`config.mk`:
```
export PLATFORM = sky130hd
export DESIGN_NAME = decum_flat
export DESIGN_NICKNAME = d
export VERILOG_FILES = /design/src/rtl/decum_pkg.sv /design/src/rtl/decum_if.sv /design/src/rtl/decum_win_ctrl.sv /design/src/rtl/decum.sv /design/src/flat_wrapper.sv
export SDC_FILE = /design/constraint.sdc
export NUM_CORES = 1
export LEC_CHECK = 0
export BUFFER_PORTS_ARGS = -buffer_cell sky130_fd_sc_hd__buf_4
export CAP_MARGIN = 20
export CORE_ASPECT_RATIO = 1.4
export CORE_UTILIZATION = 59
export CTS_BUF_LIST = sky130_fd_sc_hd__clkbuf_8
export DETAILED_ROUTE_END_ITERATION = 16
export GPL_TIMING_DRIVEN = 0
export PLACE_DENSITY = 0.83
export SETUP_SLACK_MARGIN = 0.2
export SLEW_MARGIN = 10
export SYNTH_ARGS = -nofsm -noshare
export SYNTH_HDL_FRONTEND = slang
export SYNTH_SLANG_ARGS = --single-unit
```
`constraint.sdc`:
```
create_clock -name clk -period 2.67 [get_ports clk]
set_input_delay 0.1335 -clock clk [delete_from_list [all_inputs] [get_ports clk]]
set_output_delay 0.1335 -clock clk [all_outputs]
set_load 0.03 [all_outputs]
```
`src/rtl/decum_pkg.sv`:
```
// Shared constants and FSM encoding for the windowed differencer (decum).
package decum_pkg;
  localparam int unsigned DATA_W_DEF = 32;
  localparam int unsigned CNT_W_DEF  = 7;

  typedef enum logic [1:0] {
    ST_IDLE   = 2'd0,
    ST_WAIT   = 2'd1,
    ST_WINDOW = 2'd2
  } state_t;
endpackage

```
`src/rtl/decum_if.sv`:
```
// Sample/control bus of decum: master drives stream and controls, slave returns results.
interface decum_if
  import decum_pkg::*;
#(
  parameter int unsigned DATA_W = DATA_W_DEF,
  parameter int unsigned CNT_W  = CNT_W_DEF
);
  logic              run;
  logic              running;
  logic [DATA_W-1:0] in0;
  logic [CNT_W-1:0]  duty;
  logic [CNT_W-1:0]  delay0;
  logic [DATA_W-1:0] out0;
  logic              valid0;

  modport master (
    output run, running, in0, duty, delay0,
    input  out0, valid0
  );

  modport slave (
    input  run, running, in0, duty, delay0,
    output out0, valid0
  );
endinterface

```
`src/rtl/decum_win_ctrl.sv`:
```
// Start-delay and window counter FSM; tells the datapath when to consume a
// sample and when the following sample opens a fresh window.
module decum_win_ctrl
  import decum_pkg::*;
#(
  parameter int unsigned CNT_W = CNT_W_DEF
) (
  input  logic             clk,
  input  logic             rst,
  input  logic             run_i,
  input  logic             running_i,
  input  logic [CNT_W-1:0] duty_i,
  input  logic [CNT_W-1:0] delay0_i,
  output logic             consume_o,
  output logic             window_start_o
);
  state_t           state_q, state_d;
  logic [CNT_W-1:0] cnt_q, cnt_d;

  always_ff @(posedge clk or posedge rst) begin
    if (rst) begin
      state_q <= ST_IDLE;
      cnt_q   <= '0;
    end else begin
      state_q <= state_d;
      cnt_q   <= cnt_d;
    end
  end

  // window_start_o means "prev must be zero for the next consumed sample".
  always_comb begin
    state_d        = state_q;
    cnt_d          = cnt_q;
    consume_o      = 1'b0;
    window_start_o = 1'b0;
    if (run_i) begin
      window_start_o = 1'b1;
      if (delay0_i != '0) begin
        state_d = ST_WAIT;
        cnt_d   = delay0_i;
      end else begin
        state_d = ST_WINDOW;
        cnt_d   = duty_i;
      end
    end else if (running_i) begin
      case (state_q)
        ST_WAIT: begin
          if (cnt_q == CNT_W'(1)) begin
            state_d        = ST_WINDOW;
            cnt_d          = duty_i;
            window_start_o = 1'b1;
          end else begin
            cnt_d = cnt_q - CNT_W'(1);
          end
        end
        ST_WINDOW: begin
          consume_o = 1'b1;
          if (cnt_q == '0) begin
            cnt_d          = duty_i;
            window_start_o = 1'b1;
          end else begin
            cnt_d = cnt_q - CNT_W'(1);
          end
        end
        default: ;
      endcase
    end
  end
endmodule

```
`src/rtl/decum.sv`:
```
// Windowed differencer: inverse of the windowed accumulator. Emits
// in0 - prev per consumed sample, with prev reset to zero at each window start.
module decum
  import decum_pkg::*;
#(
  parameter int unsigned DATA_W = DATA_W_DEF,
  parameter int unsigned CNT_W  = CNT_W_DEF
) (
  input  logic   clk,
  input  logic   rst,
  decum_if.slave bus
);
  logic              consume, window_start;
  logic [DATA_W-1:0] prev_q, prev_d;
  logic [DATA_W-1:0] out0_q, out0_d;
  logic              valid0_q, valid0_d;

  decum_win_ctrl #(.CNT_W(CNT_W)) u_ctrl (
    .clk            (clk),
    .rst            (rst),
    .run_i          (bus.run),
    .running_i      (bus.running),
    .duty_i         (bus.duty),
    .delay0_i       (bus.delay0),
    .consume_o      (consume),
    .window_start_o (window_start)
  );

  always_comb begin
    prev_d   = prev_q;
    out0_d   = out0_q;
    valid0_d = consume;
    if (consume) begin
      out0_d = bus.in0 - prev_q;
      prev_d = bus.in0;
    end
    if (window_start) prev_d = '0;
  end

  always_ff @(posedge clk or posedge rst) begin
    if (rst) begin
      prev_q   <= '0;
      out0_q   <= '0;
      valid0_q <= 1'b0;
    end else begin
      prev_q   <= prev_d;
      out0_q   <= out0_d;
      valid0_q <= valid0_d;
    end
  end

  assign bus.out0   = out0_q;
  assign bus.valid0 = valid0_q;
endmodule

```
`src/flat_wrapper.sv`:
```
// flat-port wrapper written by rule: the top's interface ports become plain ports
module decum_flat import decum_pkg::*;
#(
  parameter int unsigned DATA_W = DATA_W_DEF,
  parameter int unsigned CNT_W  = CNT_W_DEF
)
  (clk, rst, bus_run, bus_running, bus_in0, bus_duty, bus_delay0, bus_out0, bus_valid0);
  decum_if #(.DATA_W(DATA_W), .CNT_W(CNT_W)) bus_i ();
  input  logic clk;
  input  logic rst;
  input wire logic [$bits(bus_i.run)-1:0] bus_run;
  input wire logic [$bits(bus_i.running)-1:0] bus_running;
  input wire logic [$bits(bus_i.in0)-1:0] bus_in0;
  input wire logic [$bits(bus_i.duty)-1:0] bus_duty;
  input wire logic [$bits(bus_i.delay0)-1:0] bus_delay0;
  output wire logic [$bits(bus_i.out0)-1:0] bus_out0;
  output wire logic [$bits(bus_i.valid0)-1:0] bus_valid0;
  assign bus_i.run = bus_run;
  assign bus_i.running = bus_running;
  assign bus_i.in0 = bus_in0;
  assign bus_i.duty = bus_duty;
  assign bus_i.delay0 = bus_delay0;
  assign bus_out0 = bus_i.out0;
  assign bus_valid0 = bus_i.valid0;
  decum #(.DATA_W(DATA_W), .CNT_W(CNT_W)) u_core (.clk(clk), .rst(rst), .bus(bus_i));
endmodule
```
==> out/qor.yml <==
grt-ovfl-total: 0
synthDominantCellAreaShare_pct: 37.9
antenna_found_initial: 0
post-dp-hpwl_um: 9010
dr.pass1.iters: 5
seq_area_um2: 1850
dpl.cell_count: 726
placed_area_um2: 5640
root_buffer: "clkbuf_8"
wl_per_cell_um: 19.1
postLayoutCellArea_um2: 6250
cp-end-kind: "flip-flop"
grtUsageTotal_pct: 31.4
vdd_drop_max_v: 0.000420
stdcell_count: 760
p_per_area_nw_per_um2: 574
syn_to_final_growth_pct: 28.0
port_buffers: 81
synth.avg_cell_area_um2: 8.97
die_x_um: 78.9
finalSetupViolations: 0
drtAntennaViolNets: 0
drv_cap: 0
clock_latency_ns: 0.36
ys_seq_area_share_pct: 37.9
async_flop_share_pct: 100
worst_slack_ns: 0.160
yosys_warnings: 0
rows: 38
drc_errors: 0
arrival_ns: 2.75
path_class: "flip-flop to flip-flop"
netlist_top_cells_count: "dfrtp_1 (74), nand2_1 (68), inv_1 (44)"
fill_cells: 507
h-tree-depth: 3
ioPinCount: 83
synthCells: 544
fin_crit_sh_pct: 94.0
tightest_slew_ns: 0.850
grt_pass1_vias: 4603
antenna_cells: 0
routed-via-count: 4947
p_leak_nw: 2.79
finClkSkew_ns: 0.00831
num-nets-final: 744
avgViaCountPerCell: 6.51
maxSlewHeadroom_pct: 42.8
clockBufferDepth: 2
coreArea_um2: 7890
grt_pass1_wl_um: 21000
place_congestion: 0.915
wl_um: 14500
tns_ns: 0
drt_iter0_drc: 431
clkSinkCount: 74
cp_max_fo: 4
min_path_type: "input port to flip-flop"
timing_hold_violations_final: 0
syn_nets: 630
grt_start_max_net_pins: 51
critPathLaunchType: "flip-flop"
min_period_ns: 2.51
synth-edff-count: 0
ys_dominant_reg_cell: "dfrtp_1"
synthTopCellsByArea: "dfrtp_1 (38%), ha_1 (9.0%), a22o_1 (5.7%)"
ys_seq_elements: 74
rsz0062_at_grt: "true"
pre_cts_ws_ns: 0.0719
synth.cell_area_um2: 4880
fmax_ghz: 0.398
drive_above_1_share_pct: 23.9
die_area_um2: 8640
maxSlewViolCount: 0
die_h_um: 110
clkTransAtPathRegs_ns: 0.08
yosysTopAreaCell: "dfrtp_1"
holdWs_ns: 0.00495
cts_buffers: 9
status: "finished, final reports clean"
cts_tree: "yes"
initial_core_util_pct: 61.8
synth_most_common_cell: "dfrtp_1"
synth.distinct_cells: 66
worstPathRequired_ns: 2.91
multi_input_area_um2: 3020
## cells by family after synthesis
kind of cell    Yosys count  share of synthesized area, %
compound gates          191                          27.9
xor+xnor                 21                          3.77
fa+ha+maj                36                          9.38
buf+inv                  67                          5.31
flops                    74                          37.9
mux                       7                          1.51
simple gates            148                          14.1
## final timing paths
kind                                    start                  end  slack, ns  cells past startpoint
setup / recovery             u_core.prev_q[0]  u_core.bus.out0[28]       0.16                      9
setup reg to reg             u_core.prev_q[0]  u_core.bus.out0[28]       0.16                      9
hold reg to reg            u_core.bus.out0[7]   u_core.bus.out0[7]       0.49                      2
hold / removal                    bus_in0[26]    u_core.prev_q[26]      0.005                      2
min in group asynchronous                 rst     u_core.prev_q[2]       0.30                      3
max in group asynchronous                 rst  u_core.bus.out0[16]       1.80                      4
## state kept, by name (all words and copies together), names as in the netlist
name	count
u_core.bus.valid0	1
u_core.u_ctrl.cnt_q	7
u_core.prev_q	32
u_core.u_ctrl.state_q	2
u_core.bus.out0	32
## stage by stage
step / utilization (%) / power, mW
2_1_floorplan: - / 2.22
3_3_place_gp: 71.1 / 2.63
3_5_place_dp: 71.5 / 2.68
4_1_cts: 75.8 / 3.46
5_1_grt: 79.1 / 3.74
6_report: 79.1 / 3.58
## layer usage
| metal | up-vias | track usage, % | share of wire [%] |
|---|---|---|---|
| li1 | 2211 | - | - |
| met1 | 2373 | 38.1 | 39 |
| met2 | 288 | 53.4 | 49 |
| met3 | 75 | 6.47 | 7.6 |
| met4 | 0 | 14.8 | 4.3 |
| met5 | - | 0 | 0 |
## power breakdown
group          internal (mW)  switching, mW  total (mW)
Combinational          0.542          0.826        1.37
Sequential              1.29          0.134        1.43
Clock                  0.367          0.421       0.788
Total                   2.20           1.38        3.58
## layout make-up
class	count	area share (%)
multi-input combinational	403	48.4
sequential	74	29.6
timing repair buffer	103	13.1
inverter	45	2.74
clock buffer	11	2.42
tap	100	2.00
buffer	22	1.52
clock inverter	2	0.120
## what timing repair did
action                     4_1_cts  5_1_grt
pin swaps                        6       16
hold endpoints to repair        32        2
resized for setup                9       37
hold buffers                     9        2
setup buffers                    4        6
setup endpoints to repair        9       26
## cells in the final DEF, fill, tap and decap left out, types with 12 or more instances in the layout
cell type / instances
o21ai_0: 33
ha_1: 25
a21o_1: 13
nor2_1: 27
a21oi_1: 41
o211ai_1: 12
dfrtp_1: 74
buf_4: 91
xnor2_1: 12
a22o_1: 32
clkbuf_1: 12
inv_1: 45
nand2_1: 67
## worst max-delay path: stages (launching register included)
cell and delay [ns]:
dfrtp_1 0.43, ha_4 0.19, fa_2 0.36, nor2b_2 0.15, o211ai_1 0.17, a21oi_4 0.25
o21ai_4 0.11, a2111oi_4 0.37, mux2i_1 0.23, o311ai_1 0.12
Note: power is estimated with default switching activity, not from simulation.
